File: src/rtl/mul256b_loader_if.sv
// mul256b_loader_if: 32-bit operand word stream in, mul256b operand/strobe bus out.
interface mul256b_loader_if;
  logic         clr;
  logic         in_valid;
  logic         in_ready;
  logic [31:0]  in_data;
  logic [255:0] datax;
  logic [255:0] datay;
  logic         update;
  logic         busy;
  logic         done;
  modport master (output clr, in_valid, in_data, input in_ready, datax, datay, update, busy, done);
  modport slave  (input clr, in_valid, in_data, output in_ready, datax, datay, update, busy, done);
endinterface

File: src/rtl/mul256b_loader.sv
// mul256b_loader: collects two 256-bit operands from a word stream and sequences mul256b.
// Build option MUL256B_LD_MSW_FIRST_EN selects MSW-first word order (default LSW first).
module mul256b_loader #(
  parameter int MUL_LATENCY = 40,
  parameter int UPD_CYCLES  = 2
) (
  input  logic clk,
  input  logic rstn,
  mul256b_loader_if.slave bus
);
  localparam int LW = $clog2(MUL_LATENCY + 1);
  localparam logic [LW-1:0] UPD_LAST = LW'(UPD_CYCLES - 1);
  localparam logic [LW-1:0] LAT_LAST = LW'(MUL_LATENCY - 1);
  localparam logic [LW-1:0] LAT_MAX  = LW'(MUL_LATENCY);
  typedef enum logic [1:0] {LOAD, UPD, WAIT, DONE} state_t;
  state_t        state;
  logic [3:0]    word_cnt;
  logic [LW-1:0] lat_cnt;
  logic [2:0]    slot;
  assign bus.in_ready = (state == LOAD) && !bus.clr;
`ifdef MUL256B_LD_MSW_FIRST_EN
  assign slot = ~word_cnt[2:0];
`else
  assign slot = word_cnt[2:0];
`endif
  always_ff @(posedge clk or negedge rstn)
    if (!rstn) begin
      state      <= LOAD;
      word_cnt   <= '0;
      lat_cnt    <= '0;
      bus.datax  <= '0;
      bus.datay  <= '0;
      bus.update <= 1'b0;
      bus.busy   <= 1'b0;
      bus.done   <= 1'b0;
    end else if (bus.clr) begin
      state      <= LOAD;
      word_cnt   <= '0;
      lat_cnt    <= '0;
      bus.datax  <= '0;
      bus.datay  <= '0;
      bus.update <= 1'b0;
      bus.busy   <= 1'b0;
      bus.done   <= 1'b0;
    end else begin
      case (state)
        LOAD: if (bus.in_valid) begin
          if (word_cnt[3]) bus.datay[{slot, 5'b0} +: 32] <= bus.in_data;
          else             bus.datax[{slot, 5'b0} +: 32] <= bus.in_data;
          word_cnt <= word_cnt + 4'd1;
          if (word_cnt == 4'd15) begin
            state      <= UPD;
            lat_cnt    <= '0;
            bus.update <= 1'b1;
            bus.busy   <= 1'b1;
          end
        end
        UPD: begin
          lat_cnt <= lat_cnt + LW'(1);
          if (lat_cnt == UPD_LAST) begin
            state      <= WAIT;
            bus.update <= 1'b0;
          end
        end
        // lat_cnt keeps counting from the first update cycle, so done lands MUL_LATENCY cycles after it
        WAIT: begin
          lat_cnt <= (lat_cnt == LAT_MAX) ? lat_cnt : lat_cnt + LW'(1);
          if (lat_cnt == LAT_LAST) begin
            state    <= DONE;
            bus.done <= 1'b1;
          end
        end
        DONE: begin
          state    <= LOAD;
          lat_cnt  <= '0;
          bus.done <= 1'b0;
          bus.busy <= 1'b0;
        end
      endcase
    end
endmodule

File: src/flat_wrapper.sv
// flat-port wrapper written by rule: the top's interface ports become plain ports
module mul256b_loader_flat 
#(
  parameter int MUL_LATENCY = 40,
  parameter int UPD_CYCLES  = 2
)
  (clk, rstn, bus_clr, bus_in_valid, bus_in_data, bus_in_ready, bus_datax, bus_datay, bus_update, bus_busy, bus_done);
  mul256b_loader_if bus_i ();
  input  logic clk;
  input  logic rstn;
  input wire logic [$bits(bus_i.clr)-1:0] bus_clr;
  input wire logic [$bits(bus_i.in_valid)-1:0] bus_in_valid;
  input wire logic [$bits(bus_i.in_data)-1:0] bus_in_data;
  output wire logic [$bits(bus_i.in_ready)-1:0] bus_in_ready;
  output wire logic [$bits(bus_i.datax)-1:0] bus_datax;
  output wire logic [$bits(bus_i.datay)-1:0] bus_datay;
  output wire logic [$bits(bus_i.update)-1:0] bus_update;
  output wire logic [$bits(bus_i.busy)-1:0] bus_busy;
  output wire logic [$bits(bus_i.done)-1:0] bus_done;
  assign bus_i.clr = bus_clr;
  assign bus_i.in_valid = bus_in_valid;
  assign bus_i.in_data = bus_in_data;
  assign bus_in_ready = bus_i.in_ready;
  assign bus_datax = bus_i.datax;
  assign bus_datay = bus_i.datay;
  assign bus_update = bus_i.update;
  assign bus_busy = bus_i.busy;
  assign bus_done = bus_i.done;
  mul256b_loader #(.MUL_LATENCY(MUL_LATENCY), .UPD_CYCLES(UPD_CYCLES)) u_core (.clk(clk), .rstn(rstn), .bus(bus_i));
endmodule
File: config.mk
export PLATFORM = sky130hd
export DESIGN_NAME = mul256b_loader_flat
export DESIGN_NICKNAME = d
export VERILOG_FILES = /design/src/rtl/mul256b_loader_if.sv /design/src/rtl/mul256b_loader.sv /design/src/flat_wrapper.sv
export SDC_FILE = /design/constraint.sdc
export NUM_CORES = 1
export LEC_CHECK = 0
export ABC_CLOCK_PERIOD_IN_PS = 2500
export CORE_MARGIN = 8
export CORE_UTILIZATION = 38
export DETAILED_ROUTE_END_ITERATION = 8
export PLACE_DENSITY = 0.76
export SKIP_LAST_GASP = 1
export SLEW_MARGIN = 20
export SYNTH_ARGS = -nofsm -noshare
export SYNTH_HDL_FRONTEND = slang
export SYNTH_SLANG_ARGS = --single-unit
export TNS_END_PERCENT = 30
File: constraint.sdc
create_clock -name clk -period 2.5 [get_ports clk]
set_input_delay 0.5 -clock clk [delete_from_list [all_inputs] [get_ports clk]]
set_output_delay 0.5 -clock clk [all_outputs]
set_load 0.05 [all_outputs]
* After elaboration in Yosys (flattened, before gate mapping) *
Cells that the tools add are included.

storage, ports and cells
  bits of input ports = 36
  register bits = 527
  word-level logic and storage cells = 77
  output and inout port bits = 516

cells by class
  add/subtract/negate cells = 3
  equal/unequal tests = 13
  reduce and logical (&&, ||, !) cells = 17
  multiplexer cells = 34
  shift operators = 2

operators by type and width
  kind                                                      number
  two-way mux 256 bit                                       8
  bitwise mux 256 bit                                       2
  variable shift 32 x 10 -> 256 bit (first input constant)  1
  variable part select 32 x 10 -> 256 bit                   1
  two-way mux 6 bit                                         4
  case mux 6 bit (4 select lines)                           1
  equality test 6 bit (second input constant)               2
  two-way mux 4 bit                                         3
  AND reduction 3 bit                                       4
  two-way mux 2 bit                                         5
  negation 8 -> 10 bit                                      1
  != test 3 bit (second input constant)                     3
  nonzero test 3 bit                                        3
  case mux 2 bit (4 select lines)                           1
  AND reduction 4 bit                                       2
  two-way mux 1 bit                                         7
  adder 6 x 1 -> 6 bit (second input constant)              1
  equality test 6 x 1 -> 1 bit (second input constant)      1
  != test 3 x 2 -> 1 bit (second input constant)            2
  case mux 1 bit (2 select lines)                           3
  nonzero test 2 bit                                        3
  adder 4 x 1 -> 4 bit (second input constant)              1
  equality test 2 bit (second input constant)               2
  equality test 4 bit (second input constant)               1
  other kinds (6)                                           7

* Depth between registers and ports, before layout *
Gate-level depths: netlist of the first run.

  word-level depth = 7
  depth in mapped cells = 8
  depth with buffers taken out = 7

* Least setup slack after synthesis of the first run *
OpenSTA, ideal clock, no wires.

  kind = register to register
  start point = register u_core.state[0]
  end point = register u_core.lat_cnt[4]
  library setup time = 0.121 ns
  path buffers = 1
  data required time = 2.379 ns
  arrival time = 2.343 ns
  cell stages (with the launch flop) = 8
  setup slack = 0.036 ns
  period minus slack after synthesis = 2.464 ns
  cell sequence = dfrtp_1 inv_1 ha_1 nor2b_1 and2_1 clkbuf_1 o31ai_1 a22o_1

on the way
  word-level cells in the longest chain between the ends = 3
  elaborated cells between the ends (all ways) = 10
  those cells by class = 6 x eq/ne; 2 x mux; 2 x reduce/logical

ends and longest elaborated chain
  element                                                                  line                  source
  from (decl)                                                              mul256b_loader.sv:16  state_t state;
  from (signal assigned)                                                   mul256b_loader.sv:28  state <= LOAD;
  from (signal assigned)                                                   mul256b_loader.sv:37  state <= LOAD;
  from (signal assigned)                                                   mul256b_loader.sv:52  state <= UPD;
  equality test 2 bit, or another cell as far along                        mul256b_loader.sv:46  case (state)
  case mux 6 bit (4 select lines) / != test 3 bit (equally long branches)  --
  two-way mux 6 bit / AND reduction 3 bit (equally long branches)          --
  to (signal assigned)                                                     mul256b_loader.sv:59  lat_cnt <= lat_cnt + LW'(1);
  to (signal assigned)                                                     mul256b_loader.sv:67  lat_cnt <= (lat_cnt == LAT_MAX) ? lat_cnt : lat_cnt + LW'(1);
  to (decl)                                                                mul256b_loader.sv:18  logic [LW-1:0] lat_cnt;

Parallel ways exist; a longest one is shown, timed or not.
A chain may end at the register's enable or synchronous reset.

* Final worst setup path of the first run *
  start point = register u_core.word_cnt[0]
  end point = register u_core.bus.datay[145]

on the way
  word-level cells in the longest chain between the ends = 7
  elaborated cells between the ends (all ways) = 8
  those cells by class = 1 x add/sub; 2 x shift; 5 x mux

ends and longest elaborated chain
  element                                                                                              line                     source
  from (decl)                                                                                          mul256b_loader.sv:17     logic [3:0] word_cnt;
  from (signal assigned)                                                                               mul256b_loader.sv:50     word_cnt <= word_cnt + 4'd1;
  negation 8 -> 10 bit (*)                                                                             mul256b_loader.sv:48     if (word_cnt[3]) bus.datay[{slot, 5'b0} +: 32] <= bus.in_data;
  variable part select 32 x 10 -> 256 bit / variable shift 32 x 10 -> 256 bit (equally long branches)  mul256b_loader.sv:48
  bitwise mux 256 bit (*)                                                                              mul256b_loader.sv:48
  two-way mux 256 bit (*)                                                                              mul256b_loader.sv:48
  two-way mux 256 bit (*)                                                                              mul256b_loader.sv:47     LOAD: if (bus.in_valid) begin
  two-way mux 256 bit (*)                                                                              mul256b_loader.sv:46
  two-way mux 256 bit (*)                                                                              mul256b_loader.sv:36     end else if (bus.clr) begin
  to (signal, indexed assignment)                                                                      mul256b_loader.sv:48
  to (decl)                                                                                            mul256b_loader_if.sv:13  modport slave (input clr, in_valid, in_data, output in_ready, datax, datay, update, busy, done);

Every way passes the cells marked *; elsewhere a longest branch is shown, timed or not. The select of a mux whose other input is x is not followed.

==> results of run 1 <==
==> routing by layer <==
| layer | GRT usage [%] | wire [um] |
|---|---|---|
| met1 | 31.6 | 29700 |
| met2 | 39.1 | 35500 |
| met5 | 0 | 0 |
| met3 | 7.72 | 7500 |
| met4 | 11.7 | 3600 |
==> layout make-up <==
type / count / area (sq um)
antenna: 5 / 12.5
multi-input combinational: 676 / 5850
fill: 4056 / 22500
sequential: 527 / 13200
clock inverter: 15 / 164
inverter: 8 / 30.0
timing repair buffer: 677 / 6890
tap: 680 / 851
clock buffer: 83 / 1630
==> power by group through the flow <==
stage	Sequential [mW]	Combinational, mW	Clock [mW]
final	8.79	2.62	8.12
after global routing	8.80	2.77	8.59
after CTS	8.78	2.57	8.19
after detailed placement	8.93	2.55	0
after global placement	8.93	2.49	0
after floorplan	9.35	0.808	0
==> cell usage in the layout, fill, tap and decap left out, types with 3 or more instances in the layout <==
master | netlist | final
a21oi_1 | 8 | 4
a21oi_4 | 0 | 5
a22o_1 | 258 | 258
a31oi_4 | 0 | 12
and3_1 | 8 | 6
buf_12 | 0 | 34
buf_4 | 3 | 94
bufinv_16 | 0 | 3
clkbuf_1 | 89 | 13
clkbuf_16 | 0 | 55
clkbuf_8 | 0 | 15
clkdlybuf4s50_1 | 0 | 547
clkinv_2 | 0 | 8
dfrtp_1 | 527 | 527
diode_2 | 0 | 5
ha_1 | 14 | 14
inv_1 | 8 | 8
nand2_1 | 11 | 11
nand2b_1 | 33 | 33
nand3_1 | 6 | 6
nand4_1 | 5 | 5
nor2_1 | 16 | 15
nor2b_1 | 4 | 4
nor3_1 | 3 | 3
o211ai_1 | 4 | 4
o21ai_0 | 7 | 7
o2bb2ai_1 | 255 | 255
o31ai_1 | 7 | 7
xnor2_1 | 3 | 3
==> repair_timing <==
action,4_1_cts,5_1_grt
resized for setup,0,2
cloned,0,1
pin swaps,1,1
setup buffers,0,0
endpoints found under the hold margin,33,0
hold buffers,1,0
setup endpoints to repair,1,97
==> final timing paths <==
| path | endpoint | slack [ns] | depth (start not counted) |
|---|---|---|---|
| worst max-delay path | u_core.bus.datay[145] | 0.0006 | 7 |
| worst min-delay path | u_core.word_cnt[3] | 0.32 | 2 |
| worst max register to register | u_core.bus.datay[145] | 0.0006 | 7 |
| worst min register to register | u_core.bus.datax[25] | 0.49 | 1 |
| max in group asynchronous | u_core.lat_cnt[1] | 1.10 | 3 |
| min in group asynchronous | u_core.bus.datay[255] | 0.55 | 2 |
==> cell families (layout without fill, tap and decap cells) <==
| family | after synthesis | after routing | synth area share (%) |
|---|---|---|---|
| simple gates | 101 | 101 | 3.08 |
| buf+inv | 184 | 783 | 3.90 |
| fa+ha+maj | 14 | 14 | 0.897 |
| mux | 3 | 3 | 0.160 |
| flops | 527 | 527 | 67.5 |
| other cells | 0 | 5 | 0 |
| xor+xnor | 3 | 3 | 0.135 |
| compound gates | 554 | 555 | 24.3 |
==> sequential cells by signal (all words and copies together) (netlist names) <==
| name | cells |
|---|---|
| u_core.bus.datax | 256 |
| u_core.bus.busy | 1 |
| u_core.word_cnt | 4 |
| u_core.lat_cnt | 6 |
| u_core.bus.update | 1 |
| u_core.bus.datay | 256 |
| u_core.bus.done | 1 |
| u_core.state | 2 |
==> worst max-delay path, cell delays in order, from the launching register on <==
cell and delay (ns):
dfrtp_1 0.34, inv_1 0.09, ha_1 0.24, ha_1 0.33
nor4bb_1 0.15, buf_4 0.18, a21oi_4 0.83, o2bb2ai_1 0.23
==> key figures, run 1 <==
Drt
  – Vias: 15.7k
  – Post-DRT Antenna Nets: 0
  – WL/cell: 28.6 um
  – DR iter-0 viols: 1268
  – DRC viols: 0
  – Final WL: 76300 um
  – Drt first pass iters: 5
  – Via density: 5.86

Power and ir drop
  – Pwr Total: between 15 and 20 mW
  – Leakage: 12.5 nW
  – Combinational power share: 13.4%
  – Internal Pwr Total: ~14 mW
  – Switch share: a little over a quarter
  – Sequential share of power: between 40% and 50%
  – Clk pwr share: a little over two fifths
  – IR Drop Worst-Case VDD: 0.508 mV
  – Pwr Density: between 600 and 700 nW/um^2
  – Sw power: about 5.3 mW

Global routing
  – Pin count of the biggest net entering global routing: 82
  – Tot GR Track Use: 25.0%
  – Congestion Overflow GR: 0
  – Vias in the first global route: 16.2k
  – Initial antenna violation count: 5
  – Global-route wire length before repair: about 110000 um

Yosys
  – Synth top area cells: dfrtp_1 68%, a22o_1 12%, o2bb2ai_1 11%, clkbuf_1 1.7%, nand2b_1 1.1%
  – Top-count cell post-synth: dfrtp_1
  – Post-synth top cells: 527 x dfrtp_1, 258 x a22o_1, 255 x o2bb2ai_1, 89 x clkbuf_1, 52 x buf_1
  – Seq/Total Area, Yosys: between 60 and 70%
  – Synthesis Warnings: 0
  – Post-synth top area share: around 68%
  – Yosys top cell by area: dfrtp_1
  – Syn_area_per_cell: 14.1 sq um
  – FF+latch count, synth: around 530
  – Cells after Synth: around 1.4k
  – Distinct cells, synth: 39
  – Fraction of registers with async set/reset: 100%
  – EDFF count, synth: 0
  – Net count after synthesis: 1436
  – Synth Cell Area: 19500 sq um
  – Top_reg_cell synth: dfrtp_1

Setup path
  – CP Class: register to register
  – Data arrival, critical path: ~3.0 ns
  – Worst setup SP type: register
  – Worst r2r src: u_core.word_cnt[0]
  – CP required: 3.00 ns
  – Worst setup path start: u_core.word_cnt[0]
  – Crit path max fanout: 32
  – Worst setup EP type: register

Layout
  – Layout cell share with drive strength beyond 1: between 10 and 15%
  – Non-Filler Instances: roughly 2.7k
  – Core Util, Final: 56.0%
  – Nets: 1994
  – Area Growth Syn to Fin: 46.5%
  – Final instance area: 28600 sq um

Floorplan
  – Die height: 243 um
  – Starting density of the core: 38.2%
  – FP Rows: 83
  – Die footprint: 58900 sq um
  – Die span in x: 243 um
  – IO Pins: 552
  – Core footprint: 51100 sq um

Timing
  – Max-slew violation count: 0
  – Final Critical Period: 2.50 ns
  – Slew HR: about 28%
  – Hold Vio Cnt, Final: 0
  – RSZ-0062 raised after global routing: true
  – Tightest Pin Transition: between 1 and 1.5 ns
  – Final worst setup slack: roughly 0.00056 ns
  – Final period utilization: 100%
  – Highest clock rate: 0.400 GHz
  – Setup-failing EPs final: 0
  – Hold slack final: ~0.32 ns
  – Setup Skew: 0.0166 ns
  – TNS Setup: 0 ns

Placed design
  – Port Buffers: between 500 and 600
  – Placed insts: 2566
  – Place WS: -0.0243 ns
  – GPL Wtd Cong: around 0.84
  – Final HPWL DP: 53500 um
  – Area after DPL: around 27000 sq um

CTS
  – CTS tree: yes
  – Worst-path clk slew: approximately 0.060 ns
  – CTS Buf Count: 54
  – Root buf cell: clkbuf_16
  – CTS sink cnt: around 530
  – H-tree depth: 2
  – Max clock buf depth: 3
  – Clk_lat worst skew: approximately 0.60 ns

Worst hold path
  – Min-delay src: bus_clr
  – HP Class: primary input to register

Status
  – Run status: complete, no violations

Flow run
  – # Max-Cap Violations: 0
No activity file was read; power rests on OpenSTA's default activity.
==> run 2, diff against run 1 <==
--- a/config.mk
+++ b/config.mk
@@ -7,2 +7,3 @@
 export LEC_CHECK = 0
+export ABC_AREA = 1
 export ABC_CLOCK_PERIOD_IN_PS = 2500
@@ -11,3 +12,4 @@
 export DETAILED_ROUTE_END_ITERATION = 8
-export PLACE_DENSITY = 0.76
+export MAX_ROUTING_LAYER = met4
+export PLACE_DENSITY = 0.75
 export SKIP_LAST_GASP = 1
--- a/constraint.sdc
+++ b/constraint.sdc
@@ -3,2 +3,2 @@
 set_output_delay 0.5 -clock clk [all_outputs]
-set_load 0.05 [all_outputs]
+set_load 0.005 [all_outputs]
==> key figures, run 2 <==
Power and ir drop
  – Combinational power share: 20.4% (+7.0 points)
  – Leakage: 13.5 nW (+8.1%)
  – Clk pwr share: 38.4% (-3.2 points)
  – Sw power: 6.74 mW (+27%)
  – Switch share: 30.2% (+3.1 points)
  – Pwr Density: 745 nW/um^2 (+9.2%)
  – IR Drop Worst-Case VDD: 0.553 mV (+8.9%)
  – Sequential share of power: 41.3% (-3.7 points)
  – Internal Pwr Total: 15.6 mW (+9.3%)

Drt
  – DR iter-0 viols: 1600 (+26%)
  – Vias: 19.7k (+26%)
  – Final WL: 88400 um (+16%)
  – WL/cell: 23.6 um (-17%)
  – DRC viols: 0 (unchanged)
  – Post-DRT Antenna Nets: 0 (unchanged)
  – Via density: 5.26 (-10%)
  – Drt first pass iters: 6 (+1)

Yosys
  – Yosys top cell by area: dfrtp_1
  – FF+latch count, synth: 527 (unchanged)
  – Post-synth top cells: 1075 x nand2_1, 527 x dfrtp_1, 284 x o21ai_0, 174 x nor2_1, 115 x o21ai_1
  – Synth top area cells: dfrtp_1 62%, nand2_1 19%, o21ai_0 6.7%, nor2_1 3.1%, o21ai_1 2.7%
  – Fraction of registers with async set/reset: 100% (unchanged)
  – Top_reg_cell synth: dfrtp_1
  – Post-synth top area share: 62.4% (-5.1 points)
  – Top-count cell post-synth: nand2_1
  – Net count after synthesis: 2462 (+71%)
  – Distinct cells, synth: 27 (-31%)
  – Syn_area_per_cell: 8.76 sq um (-38%)
  – Seq/Total Area, Yosys: 62.4% (-5.1 points)
  – Synthesis Warnings: 0 (unchanged)
  – EDFF count, synth: 0 (unchanged)
  – Synth Cell Area: 21100 sq um (+8.2%)
  – Cells after Synth: 2412 (+74%)

Timing
  – Tightest Pin Transition: 0.581 ns (-0.498 ns)
  – Setup-failing EPs final: 0 (unchanged)
  – Max-slew violation count: 0 (unchanged)
  – Final period utilization: 95.2% (-4.8 points)
  – Hold Vio Cnt, Final: 0 (unchanged)
  – Hold slack final: 0.458 ns (+0.138 ns)
  – Slew HR: 61.2% (+33 points)
  – Final worst setup slack: 0.121 ns (+0.120 ns)
  – Highest clock rate: 0.420 GHz (+5.0%)
  – RSZ-0062 raised after global routing: false
  – Final Critical Period: 2.38 ns (-0.120 ns)
  – Setup Skew: 0.0138 ns (-0.00275 ns)
  – TNS Setup: 0 ns (unchanged)

Layout
  – Layout cell share with drive strength beyond 1: 6.37% (-5.9 points)
  – Fill count: 4937 (+22%)
  – Multi-input logic area: 7160 sq um (+22%)
  – Biggest regs: u_core.bus.datax: 256 flops, u_core.bus.datay: 256 flops, u_core.lat_cnt: 6 flops
  – Non-Filler Instances: 3748 (+40%)
  – Register area: 13200 sq um (about the same)
  – Nets: 3004 (+51%)
  – Most frequent cells in the layout: 1069 x nand2_1, 549 x clkdlybuf4s50_1, 526 x dfrtp_1
  – Core Util, Final: 54.3% (-1.7 points)
  – Area Growth Syn to Fin: 41.6%
  – Commonest non-fill, non-tap cell in the layout: nand2_1

CTS
  – H-tree depth: 2 (unchanged)
  – Root buf cell: clkbuf_16
  – Clk_lat worst skew: 0.59 ns (about the same)
  – CTS tree: yes
  – Max clock buf depth: 3 (unchanged)
  – CTS Buf Count: 55 (+1.9%)
  – CTS sink cnt: 527 (unchanged)
  – Worst-path clk slew: 0.06 ns (about the same)
  – Setup bufs post-CTS: 0 (unchanged)

Floorplan
  – FP Rows: 86 (+3.6%)
  – Core footprint: 55100 sq um (+7.8%)
  – Die span in x: 252 um (+3.8%)
  – Starting density of the core: 38.4% (+0.13 points)
  – Die footprint: 63400 sq um (+7.6%)
  – IO Pins: 552 (unchanged)
  – Die height: 252 um (+3.8%)

Setup path
  – Worst setup SP type: register
  – Worst setup EP type: output pin
  – CP required: 2.00 ns (-1.00 ns)
  – Data arrival, critical path: 1.88 ns (-1.12 ns)
  – CP Class: register to output pin
  – Crit path max fanout: 5 (-84%)

Worst hold path
  – HP Class: primary input to async pin

Global routing
  – Tot GR Track Use: 27.9% (+2.9 points)
  – Global-route wire length before repair: 130000 um (+15%)
  – Vias in the first global route: 20.0k (+23%)
  – Congestion Overflow GR: 0 (unchanged)
  – Pin count of the biggest net entering global routing: 80 (-2.4%)
  – Initial antenna violation count: 3 (-2)

Placed design
  – Placed insts: 3644 (+42%)
  – Port Buffers: 551 (unchanged)
  – Final HPWL DP: 63100 um (+18%)
  – GPL Wtd Cong: 0.908 (+7.7%)
  – Place WS: 0.0906 ns (+0.115 ns)

Status
  – Run status: complete, no violations

Flow run
  – # Max-Cap Violations: 0 (unchanged)
[run 2: changes by cell type in the layout (fill, tap and decap cells not counted), sizes merged, moves of 14 or more]
cell | before | now
a22o | 258 | 0
a31oi | 14 | 0
buf | 129 | 82
inv | 10 | 33
nand2 | 11 | 1078
nand2b | 33 | 0
nor2 | 16 | 175
o21ai | 7 | 400
o2bb2ai | 255 | 0
[run 2: worst max-delay path, cell delays in order (launching register included)]
cell and delay (ns):
dfrtp_1 0.44, inv_1 0.10, ha_1 0.24, inv_1 0.09, nor2_1 0.11, dlygate4sd2_1 0.31
[run 2: cells by family (layout without fill, tap and decap cells)]
logic type | Yosys count | in the layout | share of synthesized area, %
AND/OR/NAND/NOR | 1284 | 1284 | 23.2
flip-flops | 527 | 527 | 62.4
AO/OA/AOI/OAI | 405 | 405 | 9.68
buffers and inverters | 182 | 767 | 3.92
adder cells (fa/ha/maj) | 14 | 14 | 0.829
other | 0 | 3 | 0
[run 2: final cells by class]
| class | instances | share of cell area [%] |
|---|---|---|
| Timing Repair Buffer | 633 | 22.1 |
| Clock buffer | 84 | 5.51 |
| Tap cell | 748 | 3.13 |
| Inverter | 34 | 0.468 |
| Antenna cell | 3 | 0.0251 |
| Multi-Input combinational cell | 1703 | 23.9 |
| Clock inverter | 16 | 0.790 |
| Sequential cell | 527 | 44.1 |
[run 2: worst paths after layout]
kind	from	endpoint	slack [ns]	cells past startpoint
min reg2reg	u_core.bus.datax[4]	u_core.bus.datax[4]	0.47	2
min	rstn	u_core.bus.datay[8]	0.46	2
max in group asynchronous	rstn	u_core.bus.datay[111]	1.17	3
max reg2reg	u_core.word_cnt[1]	u_core.bus.datax[150]	0.13	11
min in group clk	u_core.bus.datax[4]	u_core.bus.datax[4]	0.47	2
max	u_core.state[0]	bus_in_ready	0.12	5
[run 2: per-layer routing]
| layer | up-vias | part of all wire (%) | GRT usage, % |
|---|---|---|---|
| li1 | 8747 | - | - |
| met1 | 9744 | 40 | 34.2 |
| met2 | 1051 | 47 | 44.6 |
| met3 | 176 | 9.4 | 7.66 |
| met4 | 0 | 3.4 | 9.46 |
| met5 | - | 0 | - |
[run 2: power by group through the flow]
stage	Combinational (mW)	Clock (mW)	Sequential [mW]
global route	4.87	9.00	9.24
CTS	4.53	8.64	9.20
global placement	4.48	0	9.33
floorplan	1.92	0	9.32
detailed placement	4.52	0	9.33
finish	4.54	8.56	9.20
[run 2: timing repair]
item	CTS	global route
cloned	0	0
hold endpoints to repair	42	0
resized for setup	1	4
setup endpoints to repair	1	71
hold buffers	1	0
[run 2: stage by stage]
stage | instance area (sq um) | power [mW]
4_1_cts | 29900 | 22.4
6_report | 29900 | 22.3
2_1_floorplan | 21100 | 11.2
3_3_place_gp | 28000 | 13.8
5_1_grt | 29900 | 23.1
3_5_place_dp | 28000 | 13.8
==> RTL change: new RTL, settings of run 2 <==
Reset style: synchronous (`rstn`), changed in one clocked block.
--- a/src/rtl/mul256b_loader.sv
+++ b/src/rtl/mul256b_loader.sv
@@ -23,7 +23,7 @@
 `else
   assign slot = word_cnt[2:0];
 `endif
-  always_ff @(posedge clk or negedge rstn)
+  always_ff @(posedge clk)
     if (!rstn) begin
       state      <= LOAD;
       word_cnt   <= '0;
Check against the original RTL: not settled (the Yosys comparison gave no result); the edit may change what the design does.
==> RTL change against run 2 <==
  * Wire length down 7.1%
  * Cell area down 0.57%
  * Sequential cell count unchanged
  * Count of clock-buffer cells in the layout down 10
  * Global-route usage down 2.8 points
  * Synthesized area up 0.54%
  * Largest cell class unchanged
  * Core utilization down 0.41 points
  * Setup slack worse by 0.056 ns
Power is not compared: it rests on default switching activity, and its combinational part moved more than twofold at a synthesized area within 25%.
==> RTL change: results (changes against run 2) <==
| Metric | Value |
|---|---|
| Inserted Clock Buffers | 58 (was 55) |
| Flop2flop setup slack | 0.21 ns (was 0.13 ns) |
| Status | completed (unchanged) |
| Top flop regs | u_core.bus.datax x256, u_core.bus.datay x256, u_core.lat_cnt x6 (unchanged) |
| DP HPWL | 58.0 mm (was 63.1 mm) |
| Ys async rst share | 0 (was 1.00) |
| Slowest cell on the critical path | clkdlybuf4s50_1 (was dfrtp_1) |
| Worst min path class | reg2reg (was in2async) |
| Critical path launch point | u_core.state[0]$_SDFFE_PP0P_ (was u_core.state[0]$_DFFE_PN0P_) |
| First-pass GRT wire length | 119 mm (was 130 mm) |
| Iteration-0 DRC Markers | 1328 (was 1600) |
| Root Buffer | clkbuf_16 (unchanged) |
| Synthesized Nets | 3049 (was 2462) |
| Largest net degree at the start of global routing | 87 (was 80) |
| Placer congestion estimate | 0.855 (was 0.908) |
| Worst skew pair latency | 0.61 ns (was 0.59 ns) |
| Worst EP arrival | 1.94 ns (was 1.88 ns) |
| Post-synth top cells | nor2_1 (665), dfxtp_1 (527), inv_1 (497), nand2_1 (468), a21oi_1 (246) (was nand2_1 (1075), dfrtp_1 (527), o21ai_0 (284), nor2_1 (174), o21ai_1 (115)) |
| Reg2reg path depth | 10 (was 11) |
| Largest cells by area after synthesis | dfxtp_1 (50%), nor2_1 (12%), inv_1 (8.8%) (was dfrtp_1 (62%), nand2_1 (19%), o21ai_0 (6.7%)) |
| Register area share after synthesis | 0.497 (was 0.624) |
| DRT Pass-1 Iters | 5 (was 6) |
| Post-Route WL | 82.1 mm (was 88.4 mm) |
| Max-slew headroom at the worst pin | 0.561 (was 0.612) |
| FF-to-FF End | u_core.bus.datax[24]$_SDFFE_PP0P_ (was u_core.bus.datax[150]$_DFFE_PN0P_) |
| Worst r2r src | u_core.word_cnt[1]$_SDFFE_PP0N_ (was u_core.word_cnt[1]$_DFFE_PN0P_) |
| Most used DFF post-synth | dfxtp_1 (was dfrtp_1) |
| Vias in the first global route | 18800 (was 20000) |
| Initial antenna violation count | 1 (was 3) |
| Nets | 3561 (was 3004) |
| Layout cells sized above 1 | 0.0608 (was 0.0637) |
| Tot GR Track Use | 0.251 (was 0.279) |
==> RTL change: cell types whose count changed after synthesis, sizes merged, moves of 33 or more <==
cell,delta
nand2,-603
dfrtp,-527
dfxtp,+527
nor2,+497
inv,+468
a21oi,+244
o21ai,-171
a211oi,+59
clkbuf,+50
nand3,+35
nor3,+33
==> RTL change: cells by family after synthesis <==
family / count (synthesis) / synth area share
AO/OA/AOI/OAI: 534 / 0.133
adder cells (fa/ha/maj): 15 / 0.00883
flip-flops: 527 / 0.497
buffers and inverters: 682 / 0.130
AND/OR/NAND/NOR: 1240 / 0.231
==> RTL change: layer usage <==
layer  wire, µm  track usage  up-vias
li1           -            -    10200
met1      34200        0.304     9185
met2      38100        0.409      732
met3       7070       0.0623      143
met4       2710       0.0805        0
met5          0            -        -
==> RTL change: final cells by class <==
class | instances | area [µm²]
inverters | 502 | 1890
multi-input cells | 1789 | 7950
diodes | 1 | 2.50
repair buffers | 632 | 6440
fillers | 5124 | 25400
flip-flops and latches | 527 | 10600
well taps | 748 | 936
clock inverters | 31 | 357
clock buffers | 74 | 1630
==> RTL change: critical path: cells and delay by family, from the launching register on <==
family | cells | cell delay [ns]
fa+ha+maj | 1 | 0.18
buf+inv | 3 | 0.71
flops | 1 | 0.33
simple gates | 1 | 0.10
==> RTL change: repair_timing <==
item	in CTS	in global routing
hold endpoints to repair	0	0
buffers inserted	0	1
resized for setup	4	1
hold buffers	0	0
cloned	0	0
setup endpoints to repair	1	63
pin swaps	0	1
==> RTL change: through the flow <==
stage	hold WS (ns)	area, µm²	util	instances	TNS (ns)
finish	0.441	29800	0.539	4304	0
global route	0.454	29800	0.539	4303	-0.107
CTS	0.442	29700	0.539	4302	0
detailed placement	0.433	27700	0.503	4197	0
global placement	0.430	27700	0.503	4197	0
floorplan	0.440	21200	-	2998	0
